==> config.mk <==
export PLATFORM = sky130hd
export DESIGN_NAME = bpred_ctrl
export DESIGN_NICKNAME = d
export VERILOG_FILES = /design/src/rtl/cpu_types_pkg.sv /design/src/rtl/bpred_sat_counter.sv /design/src/rtl/bpred_ctrl.sv
export SDC_FILE = /design/constraint.sdc
export NUM_CORES = 1
export LEC_CHECK = 0
export ABC_AREA = 1
export CAP_MARGIN = 20
export CORE_MARGIN = 8
export CORE_UTILIZATION = 30
export CTS_CLUSTER_DIAMETER = 40
export CTS_CLUSTER_SIZE = 8
export DETAILED_ROUTE_END_ITERATION = 8
export GPL_TIMING_DRIVEN = 0
export PLACE_DENSITY = 0.6
export SYNTH_ARGS = -nofsm -noshare
export SYNTH_HDL_FRONTEND = slang
export SYNTH_SLANG_ARGS = --single-unit
==> constraint.sdc <==
create_clock -name CLK -period 2.93 [get_ports CLK]
set_clock_uncertainty 0.05 [all_clocks]
set_input_delay 0.586 -clock CLK [delete_from_list [all_inputs] [get_ports CLK]]
set_output_delay 0.586 -clock CLK [all_outputs]
set_load 0.05 [all_outputs]
==> src/rtl/cpu_types_pkg.sv <==
// Shared types for the branch-prediction controller: 2-bit counter
// encoding, controller FSM states and a few sizing constants.
package cpu_types_pkg;

   typedef logic [31:0] word_t;

   typedef enum logic [1:0] {
      SNT = 2'b00,
      WNT = 2'b01,
      WT  = 2'b10,
      ST  = 2'b11
   } bpred_cnt_t;

   typedef enum logic {
      NORMAL = 1'b0,
      FLUSH  = 1'b1
   } bpred_state_t;

   // Wide enough for FLUSH_CYCLES-1 with FLUSH_CYCLES up to 15.
   localparam int FLUSH_CNT_W = 4;

   localparam logic [31:0] STAT_MAX = 32'hFFFF_FFFF;

endpackage

==> src/rtl/bpred_sat_counter.sv <==
// Next-value logic for one 2-bit saturating branch counter.
// Taken moves toward ST, untaken toward SNT; both ends stick.
module bpred_sat_counter
   import cpu_types_pkg::*;
(
   input  bpred_cnt_t cur,
   input  logic       taken,
   output bpred_cnt_t nxt
);

   // Saturating increment/decrement of the counter value.
   always_comb begin
      nxt = cur;
      if (taken) begin
         if (cur != ST) nxt = bpred_cnt_t'(2'(cur) + 2'd1);
      end else begin
         if (cur != SNT) nxt = bpred_cnt_t'(2'(cur) - 2'd1);
      end
   end

endmodule

==> src/rtl/bpred_ctrl.sv <==
// Branch-prediction controller. Holds a PC-indexed table of 2-bit
// saturating counters, answers fetch lookups combinationally, trains
// the table on resolve, and sequences a pipeline flush of FLUSH_CYCLES
// cycles after each mispredict. Resolves seen during the flush are
// wrong-path and ignored.
// Optional build macro BPRED_STATS_EN adds branch/mispredict counters.
// FLUSH_CYCLES must lie in 1..15.
module bpred_ctrl
   import cpu_types_pkg::*;
#(
   parameter int IDX_W        = 4,
   parameter int FLUSH_CYCLES = 1
)
(
   input  logic             CLK,
   input  logic             RST,
   input  logic             lookup_en,
   input  word_t            lookup_pc,
   output logic             decision,
   output logic [IDX_W-1:0] lookup_idx,
   input  logic             resolve_valid,
   input  logic [IDX_W-1:0] resolve_idx,
   input  logic             resolve_taken,
   input  logic             resolve_predicted,
   output logic             wrong_decision,
   output logic             predictor_flush,
   output logic             recovering
`ifdef BPRED_STATS_EN
   ,
   output logic [31:0]      stat_branches,
   output logic [31:0]      stat_mispredicts
`endif
);

   localparam int ENTRIES = 2 ** IDX_W;

   bpred_cnt_t              tbl [ENTRIES];
   bpred_state_t            state;
   bpred_state_t            state_next;
   logic [FLUSH_CNT_W-1:0]  flush_cnt;
   logic [FLUSH_CNT_W-1:0]  flush_cnt_next;
   logic                    update_en;
   logic                    mispredict;
   bpred_cnt_t              upd_cur;
   bpred_cnt_t              upd_next;
   logic                    unused_pc_bits;

   // Word-aligned PCs: the two low bits never vary, upper bits alias.
   assign lookup_idx     = lookup_pc[IDX_W+1:2];
   assign unused_pc_bits = ^{lookup_pc[31:IDX_W+2], lookup_pc[1:0]};

   assign upd_cur = tbl[resolve_idx];

   bpred_sat_counter u_sat (
      .cur   (upd_cur),
      .taken (resolve_taken),
      .nxt   (upd_next)
   );

   // Next-state, flush countdown and combinational outputs.
   always_comb begin
      state_next      = state;
      flush_cnt_next  = flush_cnt;
      update_en       = 1'b0;
      mispredict      = 1'b0;
      decision        = 1'b0;
      predictor_flush = 1'b0;
      recovering      = 1'b0;
      case (state)
         NORMAL: begin
            decision   = lookup_en && tbl[lookup_idx][1];
            update_en  = resolve_valid;
            mispredict = resolve_valid && (resolve_taken != resolve_predicted);
            if (mispredict) begin
               state_next     = FLUSH;
               flush_cnt_next = FLUSH_CNT_W'(FLUSH_CYCLES - 1);
            end
         end
         FLUSH: begin
            predictor_flush = 1'b1;
            recovering      = 1'b1;
            if (flush_cnt == '0) begin
               state_next = NORMAL;
            end else begin
               flush_cnt_next = flush_cnt - FLUSH_CNT_W'(1);
            end
         end
         default: begin
            state_next = NORMAL;
         end
      endcase
   end

   // FSM state, flush counter and the one-cycle mispredict pulse.
   always_ff @(posedge CLK) begin
      if (RST) begin
         state          <= NORMAL;
         flush_cnt      <= '0;
         wrong_decision <= 1'b0;
      end else begin
         state          <= state_next;
         flush_cnt      <= flush_cnt_next;
         wrong_decision <= mispredict;
      end
   end

   // Counter table: reset to weakly-not-taken, trained on accepted resolves.
   always_ff @(posedge CLK) begin
      if (RST) begin
         for (int i = 0; i < ENTRIES; i++) tbl[i] <= WNT;
      end else if (update_en) begin
         tbl[resolve_idx] <= upd_next;
      end
   end

`ifdef BPRED_STATS_EN
   // Saturating event counters for accepted branches and mispredicts.
   always_ff @(posedge CLK) begin
      if (RST) begin
         stat_branches    <= '0;
         stat_mispredicts <= '0;
      end else begin
         if (update_en && stat_branches != STAT_MAX)
            stat_branches <= stat_branches + 32'd1;
         if (mispredict && stat_mispredicts != STAT_MAX)
            stat_mispredicts <= stat_mispredicts + 32'd1;
      end
   end
`endif

endmodule

==> results of run 1 <==
cell usage after synthesis, types with 2 or more instances:
library cell  count
nand4_1           4
xnor2_1           2
nand3_1          24
buf_4             7
nand2_1          82
nor3_1            3
buf_2             3
inv_2             2
o221ai_1          2
clkbuf_1          2
a21oi_1           8
nor2_1           48
edfxtp_1         32
inv_1            41
nand2_2           2
dfxtp_1           6
o21ai_0          14
kinds of logic after synthesis:
family                     synth area share [%]
adders and majority gates                 0.569
DFF                                        49.1
AOI/OAI and AO/OA                          6.88
and+or+nand+nor                            31.2
xor gates and xnor gates                  0.797
buffers and inverters                      11.4
metal layers:
metal	vias to the layer above	GRT usage [%]	part of all wire [%]
met5	-	0	0
met4	0	5.50	1.7
met3	10	2.75	7.8
met2	62	16.6	43
met1	859	13.4	47
li1	970	-	-
repair_timing:
item | 4_1_cts | 5_1_grt
gates resized for setup | 6 | 3
setup endpoints to repair | 1 | 1
hold buffers | 0 | 0
final timing paths:
path           startpoint            end
max          lookup_pc[3]  lookup_idx[1]
min          flush_cnt[0]   flush_cnt[0]
max reg2reg    tbl[12][1]      tbl[4][1]
min reg2reg  flush_cnt[0]   flush_cnt[0]
final cells by class:
cell class,instances,area (um^2),area share [%]
Sequential cell,38,1080,41.7
Multi-Input combinational cell,195,867,33.4
Timing Repair Buffer,19,190,7.33
Inverter,44,165,6.37
Tap cell,99,124,4.78
Buffer,13,87.6,3.38
Clock buffer,5,68.8,2.65
Clock inverter,2,10.0,0.386
flip-flops by register name, indices dropped and copies added, names as in the netlist:
signal and cells:
tbl 32, flush_cnt 4, state 1, wrong_decision 1
power by group:
part / internal (mW) / switching [mW]
clock network: 0.160 / 0.175
registers: 0.596 / 0.00725
logic: 0.0687 / 0.137
==> impl_metrics.env, run 1 <==
export IMPL_outcome="finished clean"
export IMPL_crit_buf_inv=3
export IMPL_cts_root_buf="clkbuf_8"
export IMPL_port_buffer_count=19
export IMPL_antenna_left=0
export IMPL_reg2regPathDepth=11
export IMPL_antenna_found_initial=0
export IMPL_cts_sinks=38
export IMPL_place_hpwl_um=4170
export IMPL_first_global_vias=1816
export IMPL_cts_tree="built"
export IMPL_areaGrowthSynthToFinish_pct=17.9
export IMPL_ys_warn_count=0
export IMPL_clock_latency_ns=0.29
export IMPL_timing_critical_path_depth=3
export IMPL_worstPathMaxFanout=7
export IMPL_drive_above_1_share_pct=8.54
export IMPL_vdd_drop_max_mv=0.172
export IMPL_ios=50
export IMPL_drtIter0Drc=165
export IMPL_wirelength_um=5360
export IMPL_yosys_area_top_type="edfxtp_1"
export IMPL_seq_area_frac_synth_pct=49.1
export IMPL_cp_cell_sequence="clkdlybuf4s50_1, buf_4, clkdlybuf4s50_1"
export IMPL_postLayoutCoreUtil_pct=36.1
export IMPL_r2r_slack_ns=1.04
export IMPL_dieArea_um2=10300
export IMPL_cp_top_family="buffers and inverters"
export IMPL_yosys_area_top_type_share_pct=43.7
export IMPL_nets=359
export IMPL_max_clock_path_buffers=2
export IMPL_synthCells=290
export IMPL_finalHoldViolCount=0
export IMPL_final_area_um2=2590
export IMPL_maxSlewHeadroom_pct=64.5
export IMPL_routabilityCongestion=0.846
export IMPL_synth_edff_count=32
export IMPL_powerDensity_nw_per_um2=441
export IMPL_dp_slack_ns=-0.589
export IMPL_end_kind="output pin"
export IMPL_viasPerCell=4.58
export IMPL_start_util_pct=30.7
export IMPL_finalCritPeriodShare_pct=94.2
export IMPL_cp_slowest_stage_delay_ns=0.79
export IMPL_synth_area_top_cells="edfxtp_1 (44%), nand2_1 (14%), nor2_1 (8.2%)"
export IMPL_post_cts_buffers=0
export IMPL_timing_final_crit_period_ns=2.76
export IMPL_rsz0062_at_grt="no"
export IMPL_rows=31
export IMPL_antennaDiodeCount=0
export IMPL_slowest_stage="clkdlybuf4s50_1"
export IMPL_ys_async_sr_fraction_pct=0
export IMPL_layout_common_cells="nand2_1 (82), nor2_1 (48), inv_1 (41), edfxtp_1 (32), nand3_1 (24)"
export IMPL_critPathArrivalTime_ns=2.12
export IMPL_htree_levels=2
export IMPL_core_area_um2=7180
export IMPL_p_total_mw=1.14
export IMPL_place_inst=408
export IMPL_wl_per_cell_um=12.9
export IMPL_whs_ns=0.408
export IMPL_drv_cap=0
export IMPL_final_common_cell="nand2_1"
export IMPL_die_h_um=102
export IMPL_cp_start_kind="primary input"
export IMPL_synth_ff_type="edfxtp_1"
export IMPL_p_leak_nw=1.02
export IMPL_fillCellCount=728
export IMPL_syn_num_nets=333
export IMPL_worstPathRequired_ns=2.29
export IMPL_cts_clk_slew_worst_paths_ns=0.07
export IMPL_grt_usage_pct=10.7
export IMPL_gr_total_overflow=0
export IMPL_instances_no_fill=415
export IMPL_max_freq_mhz=362
export IMPL_path_class="primary input to output pin"
export IMPL_crit_top_cell="clkdlybuf4s50_1"
export IMPL_die_x_um=102
export IMPL_hold_depth=1
export IMPL_dr_pass1_iters=6
export IMPL_min_path_type="register to register"
export IMPL_setup_tns_ns=0
export IMPL_setup_ws_ns=0.169
export IMPL_syn_cell_area_um2=2200
export IMPL_grt_max_degree=12
export IMPL_ys_types=25
export IMPL_routed_via_count=1901
export IMPL_slew_viol_final=0
export IMPL_cts_buffers=5
export IMPL_ys_ff_latch=38
export IMPL_grt_pass1_wl_um=8500
export IMPL_avgSynthCellArea_um2=7.58
export IMPL_tightest_slew_ns=0.532
export IMPL_drc=0
export IMPL_dpl_cell_area_um2=2510
export IMPL_setup_viol=0
(Power assumes the default switching activity.)
==> inputs of run 2 (changes only) <==
- clock period: 2.93 -> 3.5 ns (I/O delays scaled with it)
==> run 2 against run 1 <==
Compared with the run above: global-route usage is essentially flat; sequential share of layout area grew 0.10 points; utilization shrank 0.087 points; die area is the same; sequential power shrank 16%; clock power shrank 16%; sequential cell count is the same; routed wire length shrank 0.34%; cell count is the same; power shrank 16%; critical path depth grew 5; worst setup slack gained 0.12 ns; critical endpoint is now decision.
==> impl_metrics.env, run 2 (synthesis results as in run 1) <==
export IMPL_nets=359
export IMPL_wl_per_cell_um=12.9
export IMPL_die_x_um=102
export IMPL_drc=0
export IMPL_dr_pass1_iters=5
export IMPL_crit_buf_inv=4
export IMPL_max_freq_mhz=312
export IMPL_p_leak_nw=1.00
export IMPL_vdd_drop_max_mv=0.144
export IMPL_start_util_pct=30.7
export IMPL_layout_common_cells="nand2_1 (82), nor2_1 (48), inv_1 (41), edfxtp_1 (32), nand3_1 (24)"
export IMPL_cts_root_buf="clkbuf_8"
export IMPL_slowest_stage="clkdlybuf4s50_1"
export IMPL_maxSlewHeadroom_pct=64.6
export IMPL_setup_viol=0
export IMPL_routed_via_count=1903
export IMPL_cts_clk_slew_worst_paths_ns=0.07
export IMPL_grt_pass1_wl_um=8490
export IMPL_wirelength_um=5340
export IMPL_slew_viol_final=0
export IMPL_final_area_um2=2590
export IMPL_cp_start_kind="primary input"
export IMPL_rows=31
export IMPL_routabilityCongestion=0.846
export IMPL_place_hpwl_um=4170
export IMPL_whs_ns=0.408
export IMPL_largest_reg_flops=32
export IMPL_dieArea_um2=10300
export IMPL_fillCellCount=728
export IMPL_clock_latency_ns=0.29
export IMPL_viasPerCell=4.59
export IMPL_path_class="primary input to output pin"
export IMPL_ctsHoldBuffers=0
export IMPL_drive_above_1_share_pct=8.23
export IMPL_timing_final_crit_period_ns=3.21
export IMPL_largestRegisters="tbl: 32 flops, flush_cnt: 4 flops"
export IMPL_drtIter0Drc=164
export IMPL_port_buffer_count=19
export IMPL_antenna_found_initial=0
export IMPL_tightest_slew_ns=0.531
export IMPL_dpl_cell_area_um2=2510
export IMPL_cp_top_family="buffers and inverters"
export IMPL_finalHoldViolCount=0
export IMPL_setup_ws_ns=0.290
export IMPL_ios=50
export IMPL_postLayoutCoreUtil_pct=36.1
export IMPL_cp_slowest_stage_delay_ns=0.51
export IMPL_die_h_um=102
export IMPL_min_path_type="register to register"
export IMPL_first_global_vias=1813
export IMPL_cts_sinks=38
export IMPL_final_common_cell="nand2_1"
export IMPL_grt_usage_pct=10.7
export IMPL_critPathArrivalTime_ns=2.46
export IMPL_grt_max_degree=12
export IMPL_end_kind="output pin"
export IMPL_cts_tree="built"
export IMPL_outcome="finished clean"
export IMPL_max_clock_path_buffers=2
export IMPL_powerDensity_nw_per_um2=370
export IMPL_largest_register="tbl"
export IMPL_drv_cap=0
export IMPL_core_area_um2=7180
export IMPL_cp_cell_sequence="clkdlybuf4s50_1, inv_1, clkbuf_1, o21ai_0, o221ai_1, nand3_1, a21oi_1, clkbuf_2"
export IMPL_rsz0062_at_grt="no"
export IMPL_finalCritPeriodShare_pct=91.7
export IMPL_cts_buffers=5
export IMPL_htree_levels=2
export IMPL_gr_total_overflow=0
export IMPL_post_cts_buffers=0
export IMPL_worstPathMaxFanout=10
export IMPL_antennaDiodeCount=0
export IMPL_areaGrowthSynthToFinish_pct=17.6
export IMPL_worstPathRequired_ns=2.75
export IMPL_antenna_left=0
export IMPL_dp_slack_ns=-0.247
==> run 2: power breakdown <==
part | leakage [nW] | total, mW | switching [mW] | internal, mW
clock | 0.0438 | 0.281 | 0.147 | 0.134
combinational | 0.632 | 0.171 | 0.114 | 0.0568
sequential | 0.327 | 0.505 | 0.00601 | 0.499
total | 1.00 | 0.957 | 0.268 | 0.690
==> run 2: timing repair <==
action                                  in CTS  in global routing
pin swaps                                    0                  0
gates resized for setup                      1                  2
endpoints found under the setup margin       1                  1
==> run 2: path summary, 6_finish.rpt <==
kind                startpoint  depth (start not counted)            to  slack, ns
hold / removal    flush_cnt[0]                          1  flush_cnt[0]       0.41
setup reg to reg    tbl[15][1]                         11     tbl[4][1]       1.61
hold reg to reg   flush_cnt[0]                          1  flush_cnt[0]       0.41
setup / recovery  lookup_pc[2]                          8      decision       0.29
==> run 2: layer usage <==
metal  share of wire (%)  global-route usage [%]  vias up  wire length, um
met5                   0                       0        -                0
met4                 1.8                    5.50        0               98
met3                 6.6                    2.68       11              353
met2                  43                    16.6       59             2320
met1                  48                    13.4      863             2570
li1                    -                       -      970                -
==> run 2: worst register-to-register path, delay by kind of cell (launching register included) <==
family	cells	cell delay, ns
flops	1	0.44
compound gates	1	0.27
simple gates	9	0.73
buf+inv	1	0.16
==> run 2: layout make-up <==
type                    count  area, um^2  area share [%]
flip-flops and latches     38        1080            41.8
repair buffers             19         185            7.16
inverters                  44         165            6.38
well taps                  99         124            4.79
multi-input cells         195         867            33.5
clock buffers               5        68.8            2.66
plain buffers              13        86.3            3.34
clock inverters             2        10.0           0.387
==> run 2: stage by stage <==
stage          power [mW]  setup TNS, ns  std cells
4_1_cts             0.968              0        415
3_5_place_dp        0.688         -0.247        408
5_1_grt              1.00              0        415
3_3_place_gp        0.686         -0.237        408
6_report            0.957              0        415
2_1_floorplan       0.627              0        290
